**src/rtl/acc_burst_framer_if.sv**
```systemverilog
// decoupled_vr_if: valid/ready/data channel used on both sides of acc_burst_framer.
// The producer drives valid and data, and the consumer drives ready. A beat
// transfers on any rising clock edge where valid and ready are both high.
interface decoupled_vr_if #(
    parameter int DATA_WIDTH = 64
);
    logic                  valid;
    logic                  ready;
    logic [DATA_WIDTH-1:0] data;

    modport master (output valid, output data, input ready);
    modport slave  (input valid, input data, output ready);
endinterface

```
**src/rtl/acc_burst_framer.sv**
```systemverilog
// acc_burst_framer: forwards 64-bit words through one registered output slot
// and counts beats modulo BURST_LEN. A flush closes a partially filled frame
// by inserting zero words. The accelerator downstream therefore only ever
// receives whole BURST_LEN-word frames.
//
// Optional feature: define ACC_BURST_FRAMER_STATS_EN to implement the
// burst_cnt/pad_cnt statistics registers. When the macro is undefined, both
// ports are tied to zero and no counter flops are built.
//
// BURST_LEN must be a power of two and at least 2. DATA_WIDTH must match the
// data width of the connected decoupled_vr_if instances.
module acc_burst_framer #(
    parameter int BURST_LEN  = 128,
    parameter int DATA_WIDTH = 64
) (
    input  logic                  clk,
    input  logic                  rst,
    input  logic                  flush,
    decoupled_vr_if.slave         in_data,
    decoupled_vr_if.master        out_data,
    output logic                  out_last,
    output logic                  busy,
    output logic [31:0]           burst_cnt,
    output logic [31:0]           pad_cnt
);
    localparam int              CW       = $clog2(BURST_LEN);
    localparam logic [CW-1:0]   LAST_IDX = CW'(BURST_LEN - 1);

    typedef enum logic [1:0] {
        S_IDLE = 2'd0,
        S_PASS = 2'd1,
        S_PAD  = 2'd2
    } state_e;

    state_e                  state_q, state_d;
    logic [CW-1:0]           cnt_q, cnt_d;
    logic                    out_vld_q, out_vld_d;
    logic [DATA_WIDTH-1:0]   out_dat_q, out_dat_d;
    logic                    out_last_q, out_last_d;

    logic                    slot_load;
    logic                    in_acc;
    logic                    pad_load;
    logic                    beat;
    logic                    at_last;

    // The slot can take a new beat when it is empty or is being drained in
    // this same cycle. The path from out_data.ready to in_data.ready is
    // combinational on purpose, because there is no skid buffer.
    assign slot_load     = !out_vld_q || out_data.ready;
    assign in_data.ready = (state_q != S_PAD) && slot_load;
    assign in_acc        = in_data.valid && in_data.ready;
    assign pad_load      = (state_q == S_PAD) && slot_load;
    assign beat          = in_acc || pad_load;
    assign at_last       = (cnt_q == LAST_IDX);

    // Next-state logic for the slot, the beat counter and the frame state.
    always_comb begin
        // NOTE: every signal written here gets a default first, so no path through the block leaves it unassigned (which would infer a latch).
        out_vld_d  = out_vld_q;
        out_dat_d  = out_dat_q;
        out_last_d = out_last_q;
        cnt_d      = cnt_q;
        state_d    = state_q;

        if (slot_load) begin
            out_vld_d  = beat;
            out_last_d = beat && at_last;
            if (in_acc) begin
                out_dat_d = in_data.data;
            end else if (pad_load) begin
                out_dat_d = '0;
            end
        end

        // The counter is sized so that the increment wraps naturally at BURST_LEN.
        if (beat) begin
            cnt_d = cnt_q + 1'b1;
        end

        unique case (state_q)
            S_IDLE:  if (in_acc)          state_d = S_PASS;
            S_PASS:  if (beat && at_last) state_d = S_IDLE;
            S_PAD:   if (beat && at_last) state_d = S_IDLE;
            default:                      state_d = S_IDLE;
        endcase

        // A flush counts the coincident word first. It only starts padding if
        // that update leaves the frame open. It is ignored while padding.
        if (flush && (state_q != S_PAD) && (cnt_d != '0)) begin
            state_d = S_PAD;
        end
    end

    // State register: the frame FSM, the beat counter and the output slot.
    always_ff @(posedge clk) begin
        // NOTE: sequential state uses non-blocking assignments, so every flop samples pre-edge values no matter how the statements are ordered.
        if (rst) begin
            state_q    <= S_IDLE;
            cnt_q      <= '0;
            out_vld_q  <= 1'b0;
            // NOTE: the data register is reset as well, so out_data.data reads zero after reset instead of X.
            out_dat_q  <= '0;
            out_last_q <= 1'b0;
        end else begin
            state_q    <= state_d;
            cnt_q      <= cnt_d;
            out_vld_q  <= out_vld_d;
            out_dat_q  <= out_dat_d;
            out_last_q <= out_last_d;
        end
    end

    assign out_data.valid = out_vld_q;
    assign out_data.data  = out_dat_q;
    assign out_last       = out_last_q;
    assign busy           = (state_q != S_IDLE) || out_vld_q;

`ifdef ACC_BURST_FRAMER_STATS_EN
    logic [31:0] burst_cnt_q, burst_cnt_d;
    logic [31:0] pad_cnt_q,   pad_cnt_d;

    // A frame is counted when its last beat hands off downstream. Pad words
    // are counted when they load into the slot. Both counters wrap at 2^32.
    always_comb begin
        burst_cnt_d = burst_cnt_q;
        pad_cnt_d   = pad_cnt_q;
        if (out_vld_q && out_data.ready && out_last_q) begin
            burst_cnt_d = burst_cnt_q + 32'd1;
        end
        if (pad_load) begin
            pad_cnt_d = pad_cnt_q + 32'd1;
        end
    end

    // Statistics registers.
    always_ff @(posedge clk) begin
        if (rst) begin
            burst_cnt_q <= '0;
            pad_cnt_q   <= '0;
        end else begin
            burst_cnt_q <= burst_cnt_d;
            pad_cnt_q   <= pad_cnt_d;
        end
    end

    assign burst_cnt = burst_cnt_q;
    assign pad_cnt   = pad_cnt_q;
`else
    assign burst_cnt = '0;
    assign pad_cnt   = '0;
`endif

endmodule

```
**src/flat_wrapper.sv**
```systemverilog
// flat-port wrapper written by rule: the top's interface ports become plain ports
module acc_burst_framer_flat 
#(
    parameter int BURST_LEN  = 128,
    parameter int DATA_WIDTH = 64
)
  (clk, rst, flush, out_last, busy, burst_cnt, pad_cnt, in_data_valid, in_data_data, in_data_ready, out_data_valid, out_data_data, out_data_ready);
  decoupled_vr_if #(.DATA_WIDTH(DATA_WIDTH)) in_data_i ();
  decoupled_vr_if #(.DATA_WIDTH(DATA_WIDTH)) out_data_i ();
  input  logic clk;
  input  logic rst;
  input  logic flush;
  output logic out_last;
  output logic busy;
  output logic [31:0] burst_cnt;
  output logic [31:0] pad_cnt;
  input wire logic [$bits(in_data_i.valid)-1:0] in_data_valid;
  input wire logic [$bits(in_data_i.data)-1:0] in_data_data;
  output wire logic [$bits(in_data_i.ready)-1:0] in_data_ready;
  output wire logic [$bits(out_data_i.valid)-1:0] out_data_valid;
  output wire logic [$bits(out_data_i.data)-1:0] out_data_data;
  input wire logic [$bits(out_data_i.ready)-1:0] out_data_ready;
  assign in_data_i.valid = in_data_valid;
  assign in_data_i.data = in_data_data;
  assign in_data_ready = in_data_i.ready;
  assign out_data_valid = out_data_i.valid;
  assign out_data_data = out_data_i.data;
  assign out_data_i.ready = out_data_ready;
  acc_burst_framer #(.BURST_LEN(BURST_LEN), .DATA_WIDTH(DATA_WIDTH)) u_core (.clk(clk), .rst(rst), .flush(flush), .in_data(in_data_i), .out_data(out_data_i), .out_last(out_last), .busy(busy), .burst_cnt(burst_cnt), .pad_cnt(pad_cnt));
endmodule
```
**config.mk**
```make
export PLATFORM = sky130hd
export DESIGN_NAME = acc_burst_framer_flat
export DESIGN_NICKNAME = d
export VERILOG_FILES = /design/src/rtl/acc_burst_framer_if.sv /design/src/rtl/acc_burst_framer.sv /design/src/flat_wrapper.sv
export SDC_FILE = /design/constraint.sdc
export NUM_CORES = 1
export LEC_CHECK = 0
export ABC_AREA = 1
export CAP_MARGIN = 20
export CORE_MARGIN = 2
export CORE_UTILIZATION = 30
export DETAILED_ROUTE_END_ITERATION = 12
export HOLD_SLACK_MARGIN = 0.03
export PLACE_DENSITY = 0.78
export SLEW_MARGIN = 40
export SYNTH_ARGS = -nofsm -noshare
export SYNTH_HDL_FRONTEND = slang
export SYNTH_SLANG_ARGS = --single-unit
```
**constraint.sdc**
```tcl
create_clock -name clk -period 1.5 [get_ports clk]
set_input_delay 0.3 -clock clk [delete_from_list [all_inputs] [get_ports clk]]
set_output_delay 0.3 -clock clk [all_outputs]
set_load 0.05 [all_outputs]
```
Word-level counts from Yosys, hierarchy flattened
Index checks and enable logic that the tools add are counted.
W data, S select, Z words.
{ "word_totals": {"register_bits": 75, "in_bits": 69, "out_inout_bits": 132, "word_cells": 41} }
{ "op_classes": {"add_sub_neg": 1, "n_eq_ne": 8, "mux": 7, "n_reduce_logical": 19} }
{ "ops": {"columns": ["cell", "n"], "rows": [
  ["$mux W64", 2],
  ["$add A7 B1 Y7 const B", 1],
  ["$eq A7 B7 Y1 const B", 1],
  ["$mux W7", 1],
  ["$reduce_bool A7 Y1", 1],
  ["$logic_and A1 B1 Y1", 6],
  ["$mux W2", 3],
  ["$ne A3 B1 Y1 const B", 2],
  ["$reduce_and A2 Y1", 3],
  ["$ne A2 B1 Y1 const B", 2],
  ["$pmux W2 S2", 1],
  ["$reduce_bool A2 Y1", 2],
  ["$reduce_or A2 Y1", 2],
  ["$logic_or A1 B1 Y1", 3],
  ["$eq A2 B1 Y1 const B", 1],
  ["$eq A2 B2 Y1 const B", 1],
  ["$logic_not A2 Y1", 1],
  ["$ne A2 B2 Y1 const B", 1],
  ["$logic_not A1 Y1", 1]
]} }

Longest topological paths before layout
{ "logic_depth": {"ltp_word": 10, "mapped_depth": 13, "depth_no_buf": 13} }

Worst setup path after synthesis
No wires, ideal clock.
{ "synth_path": {"path_kind": "flip-flop to flip-flop", "startpoint": "register u_core.out_vld_q, in the netlist u_core.out_data.valid", "endpoint": "register u_core.state_q[0]", "t_arrival_ns": 1.767, "required_time_ns": 1.430, "slack_ns": -0.337, "stages_incl_launch_ff": 11, "path_buffers": 1, "period_less_slack_ns": 1.837, "cell_sequence": "dfxtp_1 nand2_2 inv_2 nor2_2 nand2_1 inv_2 buf_6 nand2_1 nand2_1 nand3b_1 a21oi_1"} }
{ "synth_via": {"elab_chain_cells": 9, "elab_cells_between_ends": 14} }
{ "synth_lines": {"columns": ["item", "line", "source"], "rows": [
  ["from (decl)", "acc_burst_framer.sv:37", "logic out_vld_q, out_vld_d;"],
  ["from (signal assigned)", "acc_burst_framer.sv:108", "out_vld_q <= out_vld_d;"],
  ["$logic_not A1 Y1 (*)", "acc_burst_framer.sv:50", "assign slot_load = !out_vld_q || out_data.ready;"],
  ["$logic_or A1 B1 Y1 (*)", "acc_burst_framer.sv:50", null],
  ["$logic_and A1 B1 Y1 (*)", "acc_burst_framer.sv:51", "assign in_data.ready = (state_q != S_PAD) && slot_load;"],
  ["named net in_data_ready", "flat_wrapper.sv:19", "output wire logic [$bits(in_data_i.ready)-1:0] in_data_ready;"],
  ["$logic_and A1 B1 Y1 (*)", "acc_burst_framer.sv:52", "assign in_acc = in_data.valid && in_data.ready;"],
  ["$logic_or A1 B1 Y1", "acc_burst_framer.sv:54", "assign beat = in_acc || pad_load;"],
  ["$mux W7", "acc_burst_framer.sv:77", "if (beat) begin"],
  ["$reduce_bool A7 Y1", "acc_burst_framer.sv:90", "if (flush && (state_q != S_PAD) && (cnt_d != '0)) begin"],
  ["$logic_and A1 B1 Y1", "acc_burst_framer.sv:90", null],
  ["$reduce_or A2 Y1 (no line)", null, null],
  ["to (signal assigned)", "acc_burst_framer.sv:106", "state_q <= state_d;"],
  ["to (decl)", "acc_burst_framer.sv:35", "state_e state_q, state_d;"]
]} }
The timed path passes the listed nets; every way through them passes the cells marked *.
A chain may end at the register's enable or synchronous reset.

Final worst setup path
{ "layout_path": {"startpoint": "register u_core.state_q[0]", "endpoint": "output port busy"} }
{ "layout_via": {"elab_chain_cells": 2} }
{ "layout_lines": {"columns": ["item", "line", "source"], "rows": [
  ["$reduce_bool A2 Y1", "acc_burst_framer.sv:117", "assign busy = (state_q != S_IDLE) || out_vld_q;"],
  ["$logic_or A1 B1 Y1", "acc_burst_framer.sv:117", null],
  ["to (decl)", "flat_wrapper.sv:14", "output logic busy;"]
]} }
No other way between the ends.

==> flow_summary.yaml <==
timing:
  fin_crit_sh_pct: 109.1
  final-max-slew-violation-count: 0
  fin_crit_ps: 1637
  final-hold-violation-count: 0
  finalWorstSetupSlack_ps: -136.9
  report.final.setup_viol: 4
  timing.clock.skew_ps: 15.46
  fin_tns_setup_ps: -332.6
  rsz0062_at_grt: "yes"
  max_freq_ghz: 0.6109
worst_setup_path:
  max_stage_delay_ps: 320
  slowest_stage: "dfxtp_2"
  crit_path_max_fanout: 2
  cp-startpoint: "u_core.state_q[0]"
  required_ps: 1200
  crit_buf_inv: 4
  critPathTopFamily: "buffers and inverters"
  path_cells: "inv_2 -> buf_6 -> ha_4 -> inv_2 -> or2_4 -> buf_8"
  timing.rr.start: "u_core.cnt_q[0]"
  startpoint_type: "flop"
  cp_data_arrival_time_ps: 1340
  cp_common_cell: "inv_2"
  crit_path_end_kind: "output port"
  path_class: "flop to output port"
power:
  p_seq_share_pct: 32.3
  pwr-share-comb_pct: 42.5
  powerDensity_nw_per_um2: 1241
  ir_worst_vdd_mv: 0.5920
  p_clk_share_pct: 25.2
  p_int_mw: 4.682
  power.net_switching_mw: 2.736
  finalPower_mw: 7.418
  p_leak_nw: 2.462
  p_sw_share_pct: 36.88
grt:
  grt_max_degree: 34
  gr-total-overflow: 0
  grt_antenna_before_repair: 0
  grt_pass1_vias: 2919
  grt.total_usage_pct: 14.13
  grt_first_pass_wirelength_mm: 13.34
layout:
  drive_gt1_share_pct: 27.83
  antenna_cells: 0
  layout.cells.non_filler: 740
  area_growth_pct: 78.61
  final_area_um2: 5976
  seq_area_um2: 1509
  fillers: 944
  final_util_pct: 55.12
  multi_input_area_um2: 1574
  nets: 668
placed_design:
  dp_cells: 716
  io_buffers: 136
  placed_area_um2: 5386
  gp_congestion: 0.8236
  post-dp-hpwl_mm: 6.536
cts:
  worstSkewPairLatency_ps: 340
  holdBufCountCts: 0
  cts_tree: "yes"
  clk_path_buf_depth: 2
  cts_max_level: 3
  clk_pin_slew_ps: 80
  clock-sinks: 75
  root_buffer: "clkbuf_8"
  numCtsBuffers: 9
logic_synthesis:
  ys_types: 25
  ys_ff_latch: 75
  syn_inst: 442
  syn_avg_cell_area_um2: 7.569
  synth_area_um2: 3346
  synth.yosys.seq_area_share_pct: 44.88
  yosys_warnings: 0
die:
  die_h_um: 109.6
  start_util_pct: 30.86
  ioPinCount: 201
  rows: 38
  fp.coreArea_um2: 10840
  die_w_um: 109.6
  die-area_um2: 12010
job:
  max_cap_viol_count: 0
min_path:
  hp-class: "input port to flop"
  hp-start: "rst"
routing:
  via_per_inst: 4.322
  route.detailed.drc: 0
  vias: 3198
  postRouteAntennaNets: 0
  routed_wl_mm: 9.772
  drtIter0Drc: 143
  wl_per_cell_um: 13.21
  drt-pass1-iter-count: 4
status:
  status: "complete, but fails checks"
  violations: "negative setup slack"
==> cell families (layout without fill, tap and decap cells) <==
kind of cell	after synthesis	count (layout)	synth area share, %
other	1	64	0.1121
AND/OR/NAND/NOR	184	185	21.69
AO/OA/AOI/OAI	73	73	10.99
adder cells (fa/ha/maj)	3	3	1.122
buffers and inverters	104	198	20.68
flip-flops	75	75	44.88
XOR/XNOR	2	2	0.5237
==> sequential cells by signal, indices dropped and copies added (netlist names) <==
name,flops
u_core.out_data.data,64
u_core.cnt_q,7
u_core.state_q,2
u_core.out_data.valid,1
u_core.out_last,1
==> power by group through the flow <==
stage                     clock [mW]  combinational [mW]  sequential (mW)
after global placement             0                2.74             2.42
after CTS                       1.93                2.87             2.40
after detailed placement           0                2.78             2.43
after global routing            2.02                3.33             2.42
after floorplan                    0                1.20             2.91
final                           1.87                3.15             2.40
==> repair_timing <==
action                                  4_1_cts  5_1_grt
buffers inserted                              2        0
resized for setup                            15       45
endpoints found under the setup margin        4       70
pin swaps                                     7        5
gates cloned                                  1        7
==> cell usage after synthesis <==
cell type,count,area (um^2)
clkinv_4,1,8.760
nand4_1,1,6.260
o21ai_1,1,5.000
nand2_2,2,12.51
dfxtp_1,75,1501
buf_4,65,488.0
or2_2,1,6.260
xor2_1,1,8.760
buf_2,6,30.03
clkbuf_1,9,33.78
nand3_1,8,40.04
a21oi_1,71,355.3
xnor2_1,1,8.760
nor2_1,11,41.29
nor2_2,1,6.260
buf_6,6,67.56
nand2_4,1,11.26
inv_1,15,56.30
ha_1,3,37.54
nand3b_1,1,7.510
o21bai_1,1,7.510
inv_2,2,7.510
conb_1,1,3.750
nand2_1,157,589.3
nor3_1,1,5.000
==> worst reg2reg max path: stages (launching register included) <==
cell	delay, ps
dfxtp_1	390
ha_4	180
nand3_1	130
nor3_1	220
nand2_1	140
nand2_1	110
nand2_1	70
nand2_1	60
nand3b_1	90
a21oi_2	110
==> per-layer routing <==
layer	wire length [um]	GRT usage, %	up-vias	share of wire (%)
li1	-	-	1562	-
met1	3718	15.64	1488	38
met2	5121	24.38	138	52
met3	823	5.631	10	8.4
met4	110	5.154	0	1.1
met5	0	0	-	0
==> cells in the final DEF (no fill, tap or decap), types with 10 or more instances in the layout <==
| cell type | synthesis | final |
|---|---|---|
| inv_1 | 15 | 12 |
| buf_12 | 0 | 71 |
| clkdlybuf4s50_1 | 0 | 67 |
| clkbuf_8 | 0 | 10 |
| conb_1 | 1 | 64 |
| dfxtp_1 | 75 | 71 |
| a21oi_1 | 71 | 47 |
| a21oi_2 | 0 | 24 |
| buf_4 | 65 | 15 |
| nand2_1 | 157 | 151 |
==> layout make-up <==
type | instances | area share, %
clock inverter | 4 | 1.654
timing repair buffer | 164 | 39.97
sequential | 75 | 25.25
tap | 140 | 2.931
multi-input combinational | 327 | 26.34
clock buffer | 11 | 2.366
inverter | 18 | 1.340
timing repair inverter | 1 | 0.1466
==> metrics by stage <==
stage          worst slack, ps  hold slack (ps)
6_report                -136.9            361.1
5_1_grt                 -203.0            356.8
4_1_cts                 -157.1            338.1
3_5_place_dp            -257.1            493.9
3_3_place_gp            -229.9            489.5
2_1_floorplan            11.29            442.7
==> worst paths after layout <==
check                                                end  slack, ps  cells after the start
worst max-delay path                                busy       -140                      6
worst min-delay path            u_core.out_data.data[21]        360                      2
worst max register to register         u_core.state_q[0]        -50                      9
worst min register to register   u_core.out_data.data[2]        500                      2
Power figures use the tool's default switching activity.
